<file path="src/rtl/writeback_unit_pkg.sv">
// Shared widths and constants for the register-file write side.
package writeback_unit_pkg;
  localparam int ADDR_SIZE    = 5;
  localparam int WORD_SIZE    = 32;
  localparam int CNT_SIZE     = 2;
  localparam int MDU_MAX_WAIT = 4;
  localparam int REG_ZERO     = 0;
endpackage

</file>
<file path="src/rtl/writeback_unit_if.sv">
// Producer, regfile-write, issue and operand-lookup signals of the writeback unit.
interface writeback_unit_if
  import writeback_unit_pkg::ADDR_SIZE, writeback_unit_pkg::WORD_SIZE;
#(
  parameter int AW = ADDR_SIZE,
  parameter int DW = WORD_SIZE
) ();
  logic          pipe_valid;
  logic          pipe_ready;
  logic [AW-1:0] pipe_addr;
  logic [DW-1:0] pipe_data;
  logic          mdu_valid;
  logic          mdu_ready;
  logic [AW-1:0] mdu_addr;
  logic [DW-1:0] mdu_data;
  logic          rd_en;
  logic [AW-1:0] rd_addr;
  logic [DW-1:0] rd_data;
  logic          issue_en;
  logic [AW-1:0] issue_addr;
  logic [AW-1:0] rs_addr;
  logic [AW-1:0] rt_addr;
  logic          rs_busy;
  logic          rt_busy;
  logic          rs_fwd_en;
  logic [DW-1:0] rs_fwd_data;
  logic          rt_fwd_en;
  logic [DW-1:0] rt_fwd_data;

  modport master (
    output pipe_valid, pipe_addr, pipe_data, mdu_valid, mdu_addr, mdu_data,
           issue_en, issue_addr, rs_addr, rt_addr,
    input  pipe_ready, mdu_ready, rd_en, rd_addr, rd_data,
           rs_busy, rt_busy, rs_fwd_en, rs_fwd_data, rt_fwd_en, rt_fwd_data
  );

  modport slave (
    input  pipe_valid, pipe_addr, pipe_data, mdu_valid, mdu_addr, mdu_data,
           issue_en, issue_addr, rs_addr, rt_addr,
    output pipe_ready, mdu_ready, rd_en, rd_addr, rd_data,
           rs_busy, rt_busy, rs_fwd_en, rs_fwd_data, rt_fwd_en, rt_fwd_data
  );
endinterface

</file>
<file path="src/rtl/writeback_unit_scoreboard.sv">
// Per-register pending-write counters: +1 on issue, -1 on commit, busy when non-zero.
module writeback_unit_scoreboard
  import writeback_unit_pkg::REG_ZERO;
#(
  parameter int ADDR_SIZE = writeback_unit_pkg::ADDR_SIZE,
  parameter int CNT_SIZE  = writeback_unit_pkg::CNT_SIZE
) (
  input  logic                 clk,
  input  logic                 rst,
  input  logic                 issue_en,
  input  logic [ADDR_SIZE-1:0] issue_addr,
  input  logic                 commit_en,
  input  logic [ADDR_SIZE-1:0] commit_addr,
  input  logic [ADDR_SIZE-1:0] rs_addr,
  input  logic [ADDR_SIZE-1:0] rt_addr,
  output logic                 rs_busy,
  output logic                 rt_busy
);
  localparam int NREG = 1 << ADDR_SIZE;
  localparam logic [ADDR_SIZE-1:0] ZERO_ADDR = ADDR_SIZE'(REG_ZERO);

  logic [CNT_SIZE-1:0] count [NREG];
  logic [NREG-1:0]     inc_hit;
  logic [NREG-1:0]     dec_hit;
  logic                inc_any;
  logic                dec_any;

  assign inc_any = issue_en && issue_addr != ZERO_ADDR;
  assign dec_any = commit_en && commit_addr != ZERO_ADDR;

  always_comb begin
    inc_hit = '0;
    dec_hit = '0;
    for (int r = 0; r < NREG; r++) begin
      inc_hit[r] = inc_any && issue_addr == ADDR_SIZE'(r);
      dec_hit[r] = dec_any && commit_addr == ADDR_SIZE'(r);
    end
  end

  // Issue and commit of the same register in one cycle cancel out.
  always_ff @(posedge clk) begin
    if (rst) begin
      for (int r = 0; r < NREG; r++) count[r] <= '0;
    end else begin
      for (int r = 0; r < NREG; r++) begin
        if (inc_hit[r] && !dec_hit[r] && count[r] != '1)
          count[r] <= count[r] + 1'b1;
        else if (dec_hit[r] && !inc_hit[r] && count[r] != '0)
          count[r] <= count[r] - 1'b1;
      end
    end
  end

  always_ff @(posedge clk) begin
    if (!rst) begin
      assert (!(inc_any && !(dec_any && commit_addr == issue_addr) && count[issue_addr] == '1))
        else $error("scoreboard overflow on r%0d", issue_addr);
      assert (!(dec_any && !(inc_any && commit_addr == issue_addr) && count[commit_addr] == '0))
        else $error("scoreboard underflow on r%0d", commit_addr);
    end
  end

  assign rs_busy = count[rs_addr] != '0;
  assign rt_busy = count[rt_addr] != '0;
endmodule

</file>
<file path="src/rtl/writeback_unit.sv">
// Register-file write side: arbitrates pipeline vs MDU into one registered write port,
// forwards the in-flight write to decode and tracks pending writes per register.
module writeback_unit
  import writeback_unit_pkg::REG_ZERO;
#(
  parameter int ADDR_SIZE    = writeback_unit_pkg::ADDR_SIZE,
  parameter int WORD_SIZE    = writeback_unit_pkg::WORD_SIZE,
  parameter int CNT_SIZE     = writeback_unit_pkg::CNT_SIZE,
  parameter int MDU_MAX_WAIT = writeback_unit_pkg::MDU_MAX_WAIT
) (
  input logic             clk,
  input logic             rst,
  writeback_unit_if.slave bus
);
  localparam int WAIT_W = $clog2(MDU_MAX_WAIT + 1);
  localparam logic [ADDR_SIZE-1:0] ZERO_ADDR = ADDR_SIZE'(REG_ZERO);
  localparam logic [WAIT_W-1:0]    WAIT_MAX  = WAIT_W'(MDU_MAX_WAIT);

  logic                 pipe_acc;
  logic                 mdu_acc;
  logic                 take;
  logic [ADDR_SIZE-1:0] win_addr;
  logic [WORD_SIZE-1:0] win_data;
  logic [WAIT_W-1:0]    wait_cnt;
  logic [WAIT_W-1:0]    wait_nxt;
  logic                 starve;
  logic                 rd_en_q;
  logic [ADDR_SIZE-1:0] rd_addr_q;
  logic [WORD_SIZE-1:0] rd_data_q;

  // Pipeline owns the port unless the MDU has been refused long enough to starve.
  assign bus.pipe_ready = !starve;
  assign bus.mdu_ready  = bus.mdu_valid && (starve || !bus.pipe_valid);
  assign pipe_acc       = bus.pipe_valid && !starve;
  assign mdu_acc        = bus.mdu_valid && (starve || !bus.pipe_valid);
  assign take           = pipe_acc || mdu_acc;
  assign win_addr       = mdu_acc ? bus.mdu_addr : bus.pipe_addr;
  assign win_data       = mdu_acc ? bus.mdu_data : bus.pipe_data;

  always_comb begin
    wait_nxt = wait_cnt;
    if (mdu_acc)
      wait_nxt = '0;
    else if (bus.mdu_valid && wait_cnt != WAIT_MAX)
      wait_nxt = wait_cnt + 1'b1;
  end

  always_ff @(posedge clk) begin
    if (rst) begin
      wait_cnt  <= '0;
      starve    <= 1'b0;
      rd_en_q   <= 1'b0;
      rd_addr_q <= '0;
      rd_data_q <= '0;
    end else begin
      wait_cnt <= wait_nxt;
      starve   <= !mdu_acc && wait_nxt == WAIT_MAX;
      // Writes to $zero are consumed but never reach the regfile.
      rd_en_q  <= take && win_addr != ZERO_ADDR;
      if (take) begin
        rd_addr_q <= win_addr;
        rd_data_q <= win_data;
      end
    end
  end

  assign bus.rd_en   = rd_en_q;
  assign bus.rd_addr = rd_addr_q;
  assign bus.rd_data = rd_data_q;

  assign bus.rs_fwd_en   = rd_en_q && rd_addr_q == bus.rs_addr && bus.rs_addr != ZERO_ADDR;
  assign bus.rs_fwd_data = bus.rs_fwd_en ? rd_data_q : '0;
  assign bus.rt_fwd_en   = rd_en_q && rd_addr_q == bus.rt_addr && bus.rt_addr != ZERO_ADDR;
  assign bus.rt_fwd_data = bus.rt_fwd_en ? rd_data_q : '0;

  writeback_unit_scoreboard #(
    .ADDR_SIZE (ADDR_SIZE),
    .CNT_SIZE  (CNT_SIZE)
  ) u_scoreboard (
    .clk         (clk),
    .rst         (rst),
    .issue_en    (bus.issue_en),
    .issue_addr  (bus.issue_addr),
    .commit_en   (rd_en_q),
    .commit_addr (rd_addr_q),
    .rs_addr     (bus.rs_addr),
    .rt_addr     (bus.rt_addr),
    .rs_busy     (bus.rs_busy),
    .rt_busy     (bus.rt_busy)
  );
endmodule

</file>
<file path="src/flat_wrapper.sv">
// flat-port wrapper written by rule: the top's interface ports become plain ports
module writeback_unit_flat import writeback_unit_pkg::REG_ZERO;
#(
  parameter int ADDR_SIZE    = writeback_unit_pkg::ADDR_SIZE,
  parameter int WORD_SIZE    = writeback_unit_pkg::WORD_SIZE,
  parameter int CNT_SIZE     = writeback_unit_pkg::CNT_SIZE,
  parameter int MDU_MAX_WAIT = writeback_unit_pkg::MDU_MAX_WAIT
)
  (clk, rst, bus_pipe_valid, bus_pipe_addr, bus_pipe_data, bus_mdu_valid, bus_mdu_addr, bus_mdu_data, bus_issue_en, bus_issue_addr, bus_rs_addr, bus_rt_addr, bus_pipe_ready, bus_mdu_ready, bus_rd_en, bus_rd_addr, bus_rd_data, bus_rs_busy, bus_rt_busy, bus_rs_fwd_en, bus_rs_fwd_data, bus_rt_fwd_en, bus_rt_fwd_data);
  writeback_unit_if bus_i ();
  input logic clk;
  input logic rst;
  input wire logic [$bits(bus_i.pipe_valid)-1:0] bus_pipe_valid;
  input wire logic [$bits(bus_i.pipe_addr)-1:0] bus_pipe_addr;
  input wire logic [$bits(bus_i.pipe_data)-1:0] bus_pipe_data;
  input wire logic [$bits(bus_i.mdu_valid)-1:0] bus_mdu_valid;
  input wire logic [$bits(bus_i.mdu_addr)-1:0] bus_mdu_addr;
  input wire logic [$bits(bus_i.mdu_data)-1:0] bus_mdu_data;
  input wire logic [$bits(bus_i.issue_en)-1:0] bus_issue_en;
  input wire logic [$bits(bus_i.issue_addr)-1:0] bus_issue_addr;
  input wire logic [$bits(bus_i.rs_addr)-1:0] bus_rs_addr;
  input wire logic [$bits(bus_i.rt_addr)-1:0] bus_rt_addr;
  output wire logic [$bits(bus_i.pipe_ready)-1:0] bus_pipe_ready;
  output wire logic [$bits(bus_i.mdu_ready)-1:0] bus_mdu_ready;
  output wire logic [$bits(bus_i.rd_en)-1:0] bus_rd_en;
  output wire logic [$bits(bus_i.rd_addr)-1:0] bus_rd_addr;
  output wire logic [$bits(bus_i.rd_data)-1:0] bus_rd_data;
  output wire logic [$bits(bus_i.rs_busy)-1:0] bus_rs_busy;
  output wire logic [$bits(bus_i.rt_busy)-1:0] bus_rt_busy;
  output wire logic [$bits(bus_i.rs_fwd_en)-1:0] bus_rs_fwd_en;
  output wire logic [$bits(bus_i.rs_fwd_data)-1:0] bus_rs_fwd_data;
  output wire logic [$bits(bus_i.rt_fwd_en)-1:0] bus_rt_fwd_en;
  output wire logic [$bits(bus_i.rt_fwd_data)-1:0] bus_rt_fwd_data;
  assign bus_i.pipe_valid = bus_pipe_valid;
  assign bus_i.pipe_addr = bus_pipe_addr;
  assign bus_i.pipe_data = bus_pipe_data;
  assign bus_i.mdu_valid = bus_mdu_valid;
  assign bus_i.mdu_addr = bus_mdu_addr;
  assign bus_i.mdu_data = bus_mdu_data;
  assign bus_i.issue_en = bus_issue_en;
  assign bus_i.issue_addr = bus_issue_addr;
  assign bus_i.rs_addr = bus_rs_addr;
  assign bus_i.rt_addr = bus_rt_addr;
  assign bus_pipe_ready = bus_i.pipe_ready;
  assign bus_mdu_ready = bus_i.mdu_ready;
  assign bus_rd_en = bus_i.rd_en;
  assign bus_rd_addr = bus_i.rd_addr;
  assign bus_rd_data = bus_i.rd_data;
  assign bus_rs_busy = bus_i.rs_busy;
  assign bus_rt_busy = bus_i.rt_busy;
  assign bus_rs_fwd_en = bus_i.rs_fwd_en;
  assign bus_rs_fwd_data = bus_i.rs_fwd_data;
  assign bus_rt_fwd_en = bus_i.rt_fwd_en;
  assign bus_rt_fwd_data = bus_i.rt_fwd_data;
  writeback_unit #(.ADDR_SIZE(ADDR_SIZE), .WORD_SIZE(WORD_SIZE), .CNT_SIZE(CNT_SIZE), .MDU_MAX_WAIT(MDU_MAX_WAIT)) u_core (.clk(clk), .rst(rst), .bus(bus_i));
endmodule
</file>
<file path="config.mk">
export PLATFORM = sky130hd
export DESIGN_NAME = writeback_unit_flat
export DESIGN_NICKNAME = d
export VERILOG_FILES = /design/src/rtl/writeback_unit_pkg.sv /design/src/rtl/writeback_unit_if.sv /design/src/rtl/writeback_unit_scoreboard.sv /design/src/rtl/writeback_unit.sv /design/src/flat_wrapper.sv
export SDC_FILE = /design/constraint.sdc
export NUM_CORES = 1
export LEC_CHECK = 0
export ABC_AREA = 1
export CORE_ASPECT_RATIO = 0.7
export CORE_MARGIN = 4
export CORE_UTILIZATION = 40
export DETAILED_ROUTE_END_ITERATION = 6
export PLACE_DENSITY = 0.69
export SLEW_MARGIN = 40
export SYNTH_ARGS = -nofsm -noshare
export SYNTH_HDL_FRONTEND = slang
export SYNTH_SLANG_ARGS = --single-unit
</file>
<file path="constraint.sdc">
create_clock -name clk -period 1.95 [get_ports clk]
set_input_delay 0.2925 -clock clk [delete_from_list [all_inputs] [get_ports clk]]
set_output_delay 0.2925 -clock clk [all_outputs]
set_load 0.01 [all_outputs]
</file>
# == After elaboration in Yosys (flattened, before gate mapping) ==
# Memories as Yosys holds them, arrays and structs flattened.
# Index checks and enable logic that the tools add are counted.
# word_totals
reg_bits,42
ramBits,64
in_bits,94
out_inout_bits,108
memories,1
# op_classes
n_addsub,65
eq_ne,98
mux,296
bitwise_logic,64
reduce_logical,313
# memory_table
memory,words,width,rd,rd_clocked_by_memory_dff,wr,line,text
u_core.u_scoreboard.count,32,2,34,0,32,writeback_unit_scoreboard.sv:22,logic [CNT_SIZE-1:0] count [NREG];
# ops
cell,count
$mux W1,226
$logic_and A1 B1 Y1,203
$eq A5 B5 Y1 const B,32
$mux W2,64
$mux W32,3
$eq A5 B4 Y1 const B,16
$reduce_bool A2 Y1,34
$logic_not A1 Y1,67
$add A2 B1 Y2 const B,32
$ne A2 B2 Y1 const B,32
$or A1 B1 Y1,64
$sub A2 B1 Y2 const B,32
$eq A5 B3 Y1 const B,8
$reduce_bool A5 Y1,5
$eq A5 B2 Y1 const B,4
$eq A5 B1 Y1 const B,2
$eq A5 B5 Y1,2
$logic_not A5 Y1,2
$mux W3,2
$mux W5,1
$add A3 B1 Y3 const B,1
$eq A3 B3 Y1 const B,1
$ne A3 B3 Y1 const B,1
$logic_or A1 B1 Y1,2

# == Logic depth before layout (Yosys ltp) ==
# Gate-level depths: netlist of the first run.
# logic_depth
word_depth,11
ltp_mapped,11

# == Modules after synthesis ==
# A second synthesis of the first run with hierarchy kept.
# hier_totals
hier_cells,1084
hier_area_um2,7706.1
# modules_own_cells
mod,instances,cells_per_inst,area_per_inst_um2,seq_area_each_um2
writeback_unit_scoreboard,1,718,4894.7,1921.8
writeback_unit,1,366,2811.4,840.8

# == Worst setup path after synthesis of the first run ==
# Ideal clock, no wire load.
# synth_path
path_kind,reg2out
startpoint,register u_core.rd_addr_q[0] (netlist: u_core.bus.rd_addr[0])
endpoint,output port bus_rs_fwd_data[0]
arrival_time_ps,1354
slack_ps,304
path_stages_with_launch,7
path_buffers,2
cell_sequence,dfxtp_1 > buf_2 > o21ai_0 > a21oi_1 > nand4_1 > buf_2 > nor3_2
# synth_via
elab_chain_cells,4
# synth_rtl
element,line,text
from (decl),writeback_unit.sv:28,logic [ADDR_SIZE-1:0] rd_addr_q;
from (signal assigned),writeback_unit.sv:61,rd_addr_q <= win_addr;
$eq A5 B5 Y1,writeback_unit.sv:71,assign bus.rs_fwd_en = rd_en_q && rd_addr_q == bus.rs_addr && bus.rs_addr != ZERO_ADDR;
$logic_and A1 B1 Y1 (2 in series),writeback_unit.sv:71,
$mux W32,writeback_unit.sv:72,assign bus.rs_fwd_data = bus.rs_fwd_en ? rd_data_q : '0;
to (decl),flat_wrapper.sv:31,output wire logic [$bits(bus_i.rs_fwd_data)-1:0] bus_rs_fwd_data;
# Every way passes these cells.

# == Final worst setup path of the first run ==
# layout_path
startpoint,register u_core.rd_addr_q[0] (netlist: u_core.bus.rd_addr[0])
endpoint,output port bus_rs_fwd_data[23]
# The elaborated chain is that of the path after synthesis.

==> flow_metrics.tcl, run 1 <==
set metrics [dict create \
    numPortBuffers 201 \
    synthArstFlopShare_pct 0 \
    grt_max_degree 43 \
    p_comb_share_pct 28.3 \
    finalCritPeriodShare_pct 112 \
    p_seq_share_pct 41.7 \
    pin_count 202 \
    cp.depth 7 \
    max-vdd-ir-drop_mv 0.353 \
    p_sw_share_pct 31.0 \
    rsz0062_at_grt "yes" \
    critPathSlowestCell "dfxtp_2" \
    cellPowerDensity_nw_per_um2 538 \
    ys_ff_latch 106 \
    pre_cts_ws_ps -693 \
    syn_to_final_growth_pct 56.0 \
    drv_cap 0 \
    violations "negative setup slack" \
    fin_util_pct 64.3 \
    cts_root_buf "clkbuf_16" \
    die_h_um 123 \
    nNetsFinal 1535 \
    synth_area_sq_um 7510 \
    start_kind "register" \
    drc 0 \
    crit_required_ps 1660 \
    finalMaxSlewViolations 0 \
    grt_pass1_vias 8062 \
    dpl.cell_count 1627 \
    status "finished with violations" \
    setup_slack_ps -235 \
    p_int_mw 4.35 \
    fmax_mhz 458 \
    dieArea_sq_um 21100 \
    synth_warnings 0 \
    rows 41 \
    cts_tree "done" \
    hpwl_um 21400 \
    avgSynthCellArea_sq_um 6.94 \
    final_cell_mix "245 x nand2_1, 193 x nor2_1, 162 x buf_4" \
    vias_per_cell 5.32 \
    crit_family "buffers and inverters" \
    yosysUniqueCellTypes 32 \
    arrival_ps 1890 \
    reg2regPathDepth 11 \
    core_sq_um 18200 \
    finalNonFillerCells 1679 \
    die_w_um 172 \
    p_leak_nw 5.33 \
    grt.overflow.total 0 \
    initial_core_util_pct 41.2 \
    synth_edf_count 64 \
    end_kind "primary output" \
    final_antenna_net_count 0 \
    criticalPathCategory "reg2out" \
    ys_seq_area_share_pct 36.8 \
    whs_path_depth 3 \
    drt_iter0_drc 920 \
    path_cells "o21ai_0, a21oi_2, nand4_1, buf_6, clkbuf_16, nor3_2, buf_2" \
    gp_congestion 0.959 \
    routed_wl_um 28900 \
    fin_crit_ps 2180 \
    path_buf_inv 3 \
    syn_inst 1083 \
    setup_viol_count_final 64 \
    ctsHtreeMaxLevel 3 \
    num_vias 8940 \
    hold_viol_final 0 \
    clk_pin_slew_ps 80 \
    track_usage_pct 26.0 \
    grt_pass1_wl_um 42700 \
    tns_ps -7810 \
    synth_ff_type "edfxtp_1" \
    ctsLongestPathBuffers 2 \
    wl_per_cell_um 17.2 \
    drt_first_pass_iters 5 \
    clock_latency_ps 370 \
    path_max_fanout 8 \
    cts_sinks 106 \
    drive_gt1_share_pct 28.4 \
    netSwitchingPower_mw 1.95 \
    max_stage_delay_ps 390 \
    hold_class "in2reg" \
    fin_skew_ps 9.50 \
    numCtsBuffers 9 \
    final_common_cell "nand2_1" \
    p_clk_share_pct 30.0 \
    antenna_found_initial 0 \
]
worst register-to-register path, stage by stage (launching register included):
cell and delay [ps]:
dfxtp_4 400, inv_4 60, buf_4 120, buf_4 140, nor2_2 100, buf_4 140
nand4_1 160, nor2_1 130, nand3_1 90, nand2_1 100, inv_1 50, nand2_1 80
layout make-up:
cell class | count | area, sq um
Clock inverter | 4 | 31.3
Timing Repair Buffer | 395 | 3470
Tap cell | 236 | 295
Sequential cell | 106 | 2780
Inverter | 124 | 474
Multi-Input combinational cell | 801 | 4400
Fill cell | 1545 | 6490
Antenna cell | 1 | 2.50
Clock buffer | 12 | 268
what timing repair did:
item / 4_1_cts / 5_1_grt
endpoints found under the setup margin: 68 / 93
gates cloned: 4 / 3
setup buffers: 17 / 14
resized for setup: 335 / 78
pin swaps: 13 / 20
hold buffers: 0 / 0
registers in the layout, indices dropped and copies added (netlist names):
signal,cells
u_core.wait_cnt,3
u_core.bus.rd_en,1
u_core.u_scoreboard.count,64
u_core.bus.rd_data,32
u_core.bus.rd_addr,5
u_core.starve,1
cell usage after synthesis, types with 3 or more instances:
library cell    n  area [sq um]
nor2_1        212           796
inv_1         120           450
edfxtp_1       64          1920
buf_1           4          15.0
nor3_2         58           581
nor2_2          4          25.0
o221ai_1        9          78.8
mux2i_1         4          40.0
nand4_1        21           131
o32ai_1        32           280
clkbuf_1       14          52.6
o21ai_1         3          15.0
o211a_1         9          90.1
o21ai_0        34           170
buf_4           4          30.0
nand2_1       253           950
nand3_1       111           556
ha_1            4          50.1
nand2_2         4          25.0
inv_2           3          11.3
buf_2          31           155
o22ai_1        10          62.6
nor3_1         10          50.1
a21oi_1        14          70.1
dfxtp_1        42           841
final timing paths:
check / startpoint / endpoint / slack (ps)
setup reg to reg: u_core.bus.rd_addr[1]$_SDFFE_PP0P_ / u_core.u_scoreboard.count[10][1]$_SDFFCE_PN0P_ / 90
hold / removal: bus_mdu_data[15] / u_core.bus.rd_data[15]$_SDFFE_PP0P_ / 540
hold reg to reg: u_core.bus.rd_data[11]$_SDFFE_PP0P_ / u_core.bus.rd_data[11]$_SDFFE_PP0P_ / 580
setup / recovery: u_core.bus.rd_addr[0]$_SDFFE_PP0P_ / bus_rs_fwd_data[23] / -230
cells by family (layout without fill, tap and decap cells):
logic type	Yosys count	count (layout)	synth area share (%)
AO/OA/AOI/OAI	115	115	10.7
adder cells (fa/ha/maj)	4	4	0.666
buffers and inverters	177	535	9.58
flip-flops	106	106	36.8
multiplexers	4	4	0.533
other	1	3	0.0499
AND/OR/NAND/NOR	676	676	41.7
power by group through the flow:
stage	Sequential (mW)	Combinational (mW)	Clock [mW]
after floorplan	2.69	0.702	0
after global placement	2.66	1.59	0
after detailed placement	2.67	1.60	0
after CTS	2.63	1.68	1.90
after global routing	2.65	1.92	2.00
final	2.63	1.79	1.89
through the flow:
stage          area, sq um  total power, mW  hold WS (ps)
2_1_floorplan         7510             3.40           495
3_3_place_gp         10900             4.26           539
3_5_place_dp         10900             4.27           536
4_1_cts              11300             6.21           537
5_1_grt              11700             6.57           546
6_report             11700             6.31           544
routing by layer:
layer	part of all wire, %	vias to the layer above	global-route usage [%]
li1	-	4337	-
met1	44	4141	38.8
met2	45	411	38.7
met3	8.7	51	5.25
met4	1.8	0	5.94
met5	0	-	0
No activity file was read; power rests on OpenSTA's default activity.
==> run 2, diff against run 1 <==
- CORE_UTILIZATION: 40 -> 35
- PLACE_DENSITY: 0.69 -> 0.62
==> run 2 against run 1 <==
The run still ends with negative setup slack left. First-iteration DRC count fell by 11%. Core utilization fell by 9.4 points. Die area grew 13%. Critical endpoint is now bus_rt_fwd_data[11]. Largest cell class unchanged. Highest routed layer is now met5.
==> flow_metrics.tcl, run 2 (synthesis gave the netlist of run 1 again) <==
set metrics [dict create \
    reg2regPathDepth 8 \
    core_sq_um 20900 \
    crit_required_ps 1660 \
    track_usage_pct 22.8 \
    criticalPathCategory "reg2out" \
    rrSetupSlack_ps 130 \
    fmax_mhz 488 \
    dieArea_sq_um 23900 \
    final_antenna_net_count 0 \
    cts_sinks 106 \
    initial_core_util_pct 35.9 \
    regMostFlops "u_core.u_scoreboard.count" \
    grt_pass1_wl_um 43400 \
    syn_to_final_growth_pct 53.0 \
    numPortBuffers 201 \
    drv_cap 0 \
    setup_viol_count_final 55 \
    rsz0062_at_grt "yes" \
    placed_area_sq_um 11000 \
    status "finished with violations" \
    hold_class "in2reg" \
    finalMaxSlewViolations 0 \
    hpwl_um 21900 \
    drc 0 \
    ctsHtreeMaxLevel 3 \
    final_cell_mix "238 x nand2_1, 195 x nor2_1, 155 x buf_4" \
    grt.overflow.total 0 \
    drive_gt1_share_pct 27.6 \
    pre_cts_ws_ps -704 \
    clock_latency_ps 360 \
    end_kind "primary output" \
    path_max_fanout 8 \
    rows 44 \
    gp_congestion 0.962 \
    p_leak_nw 5.21 \
    finalNonFillerCells 1699 \
    ctsLongestPathBuffers 2 \
    fin_skew_ps 11.8 \
    grt_pass1_vias 8051 \
    numCtsBuffers 9 \
    fin_crit_ps 2050 \
    antenna_found_initial 1 \
    worst_hold_slack_ps 538 \
    dpl.cell_count 1665 \
    finalInstanceArea_sq_um 11500 \
    arrival_ps 1760 \
    pin_count 202 \
    start_kind "register" \
    whs_path_depth 3 \
    clk_pin_slew_ps 80 \
    die_w_um 183 \
    hold_viol_final 0 \
    cts_tree "done" \
    die_h_um 131 \
    cellPowerDensity_nw_per_um2 540 \
    postCtsHoldBufs 0 \
    drt_iter0_drc 817 \
    wl_per_cell_um 16.9 \
    final_common_cell "nand2_1" \
    setup_slack_ps -101 \
    largest_reg_flops 64 \
    drt_first_pass_iters 5 \
    grt_max_degree 43 \
    violations "negative setup slack" \
    vias_per_cell 5.12 \
    nNetsFinal 1515 \
    cts_root_buf "clkbuf_16" \
    max-vdd-ir-drop_mv 0.410 \
    finalCritPeriodShare_pct 105 \
    power.total_mw 6.21 \
    num_vias 8696 \
    routed_wl_um 28700 \
]
==> run 2: report_power, final <==
| part | switching, mW | total (mW) | internal (mW) | leakage [nW] |
|---|---|---|---|---|
| logic | 0.938 | 1.72 | 0.786 | 4.06 |
| registers | 0.0982 | 2.63 | 2.53 | 1.01 |
| clock network | 0.945 | 1.85 | 0.906 | 0.146 |
| total | 1.98 | 6.21 | 4.23 | 5.21 |
==> run 2: stage by stage <==
stage | TNS (ps) | utilization [%]
after global placement | -43400 | 52.3
after floorplan | 0 | -
after detailed placement | -45130 | 52.3
final | -2640 | 54.9
after CTS | -1260 | 53.2
after global routing | -7270 | 54.9
==> run 2: final cells by class <==
class / count / area [sq um]
Antenna cell: 1 / 2.50
Clock buffer: 9 / 225
Clock inverter: 7 / 66.3
Fill cell: 2028 / 9430
Inverter: 124 / 474
Multi-Input combinational cell: 801 / 4350
Sequential cell: 106 / 2780
Tap cell: 276 / 345
Timing Repair Buffer: 375 / 3250
==> run 2: what timing repair did <==
item / in CTS / in global routing
resized for setup: 314 / 73
pin swaps: 4 / 33
setup endpoints to repair: 68 / 82
buffers inserted: 5 / 7
cloned: 4 / 1
==> run 2: final timing paths <==
path | from | to
worst max register to register | u_core.bus.rd_addr[1]$_SDFFE_PP0P_ | u_core.u_scoreboard.count[2][0]$_SDFFCE_PN0P_
worst min register to register | u_core.bus.rd_data[4]$_SDFFE_PP0P_ | u_core.bus.rd_data[4]$_SDFFE_PP0P_
worst min-delay path | bus_mdu_data[19] | u_core.bus.rd_data[19]$_SDFFE_PP0P_
worst max-delay path | u_core.bus.rd_addr[1]$_SDFFE_PP0P_ | bus_rt_fwd_data[11]
==> run 2: per-layer routing <==
layer  GRT usage, %  share of wire, %  up-vias
li1               -                 -     4304
met1           33.5                47     4015
met2           33.4                43      319
met3           5.95               8.0       56
met4           5.78               2.1        2
met5              0             0.056        -
==> run 2: critical path, cell delays in order (launching register included) <==
cell and delay (ps):
dfxtp_4 400, nand2_1 90, a21oi_2 170, nand4_1 110, buf_6 170, buf_16 170
nor3_4 120, buf_2 160
==> run 3, diff against run 2 <==
- ABC_CLOCK_PERIOD_IN_PS: default -> 1950
==> results of run 3 <==
Final layout, timing and power as in run 2 (identical DEF).
==> RTL edit 1: new RTL, flow settings as in run 3 <==
Reset style: asynchronous (`rst`), changed in 2 clocked blocks.
--- a/src/rtl/writeback_unit_scoreboard.sv
+++ b/src/rtl/writeback_unit_scoreboard.sv
@@ -38,7 +38,7 @@
   end
 
   // Issue and commit of the same register in one cycle cancel out.
-  always_ff @(posedge clk) begin
+  always_ff @(posedge clk or posedge rst) begin
     if (rst) begin
       for (int r = 0; r < NREG; r++) count[r] <= '0;
     end else begin
--- a/src/rtl/writeback_unit.sv
+++ b/src/rtl/writeback_unit.sv
@@ -45,7 +45,7 @@
       wait_nxt = wait_cnt + 1'b1;
   end
 
-  always_ff @(posedge clk) begin
+  always_ff @(posedge clk or posedge rst) begin
     if (rst) begin
       wait_cnt  <= '0;
       starve    <= 1'b0;
Function: differs if rst is asserted again (counterexample within 4 cycles, from zero or initial values and one cycle with rst high); with rst held inactive, the same outputs for 4 cycles.
==> RTL edit 1 against run 3 <==
- the run still ends with negative setup slack left
- clock skew decreased by 3.1 ps
- routed wire length increased by 5.4%
- area after synthesis decreased by 1.3%
- sequential cell count unchanged
- final area increased by 1.6%
- fmax decreased by 10%
- synthesized cell count increased by 7.4%
- worst setup slack got worse by 230 ps
- critical path type unchanged
Power is not compared: it rests on default switching activity, and its combinational part moved more than twofold at a synthesized area within 25%.
==> RTL edit 1: results (changes against run 3) <==
met3_length_um: 2230  # -3.2%
gr-usage-met2_pct: 35.0  # +1.6 points
clock_skew_ps: 8.69  # -3.11 ps
dp_hpwl_um: 22300  # +1.8%
synth_area_leaders: "dfrtp_1, nand2_1, nor2_1"
synthFlopType: "dfrtp_1"
setup_ws_ps: -331  # -230 ps
final.fill_count: 1975  # -2.6%
status: "finished with violations"
cpPeakStageDelay_ps: 450  # +50 ps
synth_xor_area_share_pct: 2.36  # +2.4 points
clockBufferCount: 11  # +2
grt_util_met3_pct: 5.54  # -0.40 points
track_usage_pct: 23.6  # +0.78 points
yosys.cell_types.count: 34  # +6.3%
maxUsedRoutingLayer: "met4"
setup_tns_ps: -17730  # -15090 ps
violations: "negative setup slack"
rr_startpoint: "u_core.bus.rd_addr[1]$_DFFE_PP0P_"
fin_nets: 1586  # +4.7%
drive_gt1_share_pct: 25.8  # -1.8 points
cp_data_arrival_time_ps: 1990  # +230 ps
num_antenna_cells: 2  # +1
async_flop_share_pct: 100  # +100 points
synth.mux.area_fraction_pct: 0.405  # -0.13 points
setup_viol: 68  # +24%
first_pass_iters: 6  # +1
grt_max_degree: 35  # -19%
==> RTL edit 1: cell count changes after synthesis, sizes merged, moves of 17 or more <==
cell	delta
nand4	-21
xor2	+17
nor3	-33
dfrtp	+106
dfxtp	-42
nor2	-64
a21oi	+25
o211ai	+47
edfxtp	-64
o32ai	-32
o21ai	+48
nand3	-31
nand2	+133
==> RTL edit 1: where the power goes <==
| part | internal [mW] | switching [mW] |
|---|---|---|
| Clock | 0.865 | 0.884 |
| Combinational | 2.24 | 2.51 |
| Sequential | 2.72 | 0.449 |
| Total | 5.83 | 3.84 |
==> RTL edit 1: timing repair <==
| item | 4_1_cts | 5_1_grt |
|---|---|---|
| cloned | 2 | 4 |
| pin swaps | 7 | 58 |
| endpoints found under the setup margin | 70 | 82 |
| resized for setup | 316 | 169 |
| setup buffers | 12 | 14 |
| hold endpoints to repair | 0 | 0 |
==> RTL edit 2: new RTL, config.mk and constraints of run 3 <==
Without the edit above. The package constant `REG_ZERO` goes from 0 to 1.
--- a/src/rtl/writeback_unit_pkg.sv
+++ b/src/rtl/writeback_unit_pkg.sv
@@ -4,6 +4,6 @@
   localparam int WORD_SIZE    = 32;
   localparam int CNT_SIZE     = 2;
   localparam int MDU_MAX_WAIT = 4;
-  localparam int REG_ZERO     = 0;
+  localparam int REG_ZERO     = 1;
 endpackage
 
Behaviour: not the same (Yosys sat finds a counterexample within 4 cycles, from zero or initial values and one cycle with rst high).
==> RTL edit 2 against run 3 <==
- the flow still finishes with violations (negative setup slack)
- final area grew 3.9%
- largest cell class unchanged
- routed wire length grew 3.7%
- worst setup slack worse by 120 ps
- sequential share of layout area shrank 0.89 points
- total power grew 3.0%
- area after synthesis decreased by 3.0%
- sequential cell count stayed put
- die area fell by 2.9%
- count of clock-buffer cells in the layout rose by 1
- highest routed layer is now met4
- via count grew 2.4%
==> RTL edit 2: results (changes against run 3) <==
num_antenna_cells: 0  # -1
r2r_end: "u_core.u_scoreboard.count[30][0]$_SDFFCE_PP0P_"
place_area_mm2: 0.0106  # -3.1%
violations: "negative setup slack"
ctsResizeCount: 371  # +18%
synth_common_cells: "nor2_1, nand2_1, inv_1"
place_ws_ps: -726  # -22.1 ps
hp-start: "u_core.bus.rd_data[11]$_SDFFE_PP0P_"
grt_max_degree: 39  # -9.3%
ys_seq_area_share_pct: 37.9  # +1.2 points
grt_pass1_vias: 8166  # +1.4%
clock_skew_ps: 12.5  # +0.661 ps
setup_viol: 66  # +20%
setup_ws_ps: -222  # -121 ps
final.fill_count: 1909  # -5.9%
setup_tns_ps: -10760  # -8120 ps
p_seq_share_pct: 41.3  # -1.1 points
crit_path_top_delay_cell: "clkdlybuf4s50_1"
dp_hpwl_um: 21800  # -0.72%
crit_end: "bus_rt_fwd_data[29]"
num_vias: 8905  # +2.4%
swShare_pct: 31.6  # -0.29 points
clockPowerShare_pct: 30.2  # +0.4 points
drtIter0Drc: 837  # +2.4%
vdd_drop_max_mv: 0.495  # +21%
wire_per_inst_um: 17.3  # +2.1%
synth_area_leaders: "edfxtp_1, nor2_1, nand2_1"
leakage_nw: 5.37  # +3.0%
gp_congestion: 0.967  # +0.51%
status: "finished with violations"
antenna_found_initial: 0  # -1
cts_setup_buffers: 25  # +20
synthCells: 1094  # +1.0%
startpoint: "bus_rt_addr[3]"
dp.cells: 1669  # +0.24%
min_delay_path_depth: 2  # -1
grt_pass1_wl_um: 43800  # +1.0%
hold_path_end: "u_core.bus.rd_data[11]$_SDFFE_PP0P_"
viasPerCell: 5.16  # +0.86%
==> RTL edit 2: metal layers <==
metal  vias to the layer above  global-route usage (%)  wire [um]
li1                       4342                       -          -
met2                       361                    34.6      13000
met4                         0                    5.64        420
met5                         -                       0          0
met1                      4169                    35.3      13800
met3                        33                    5.45       2480
==> RTL edit 2: kinds of logic (layout without fill, tap and decap cells) <==
group	count (synthesis)	after routing	share of synthesized area, %
AND/OR/NAND/NOR	664	665	37.5
adder cells (fa/ha/maj)	4	4	0.687
XOR/XNOR	2	2	0.241
other	1	2	0.0515
flip-flops	106	106	37.9
multiplexers	4	4	0.567
AO/OA/AOI/OAI	134	134	12.8
buffers and inverters	179	538	10.2
==> RTL edit 2: area by class of cell <==
class | count | area [um2] | area share (%)
multi-input combinational | 811 | 4470 | 37.4
timing repair buffer | 390 | 3530 | 29.6
sequential | 106 | 2780 | 23.3
inverter | 132 | 518 | 4.34
tap | 270 | 338 | 2.83
clock buffer | 10 | 250 | 2.10
clock inverter | 6 | 53.8 | 0.451
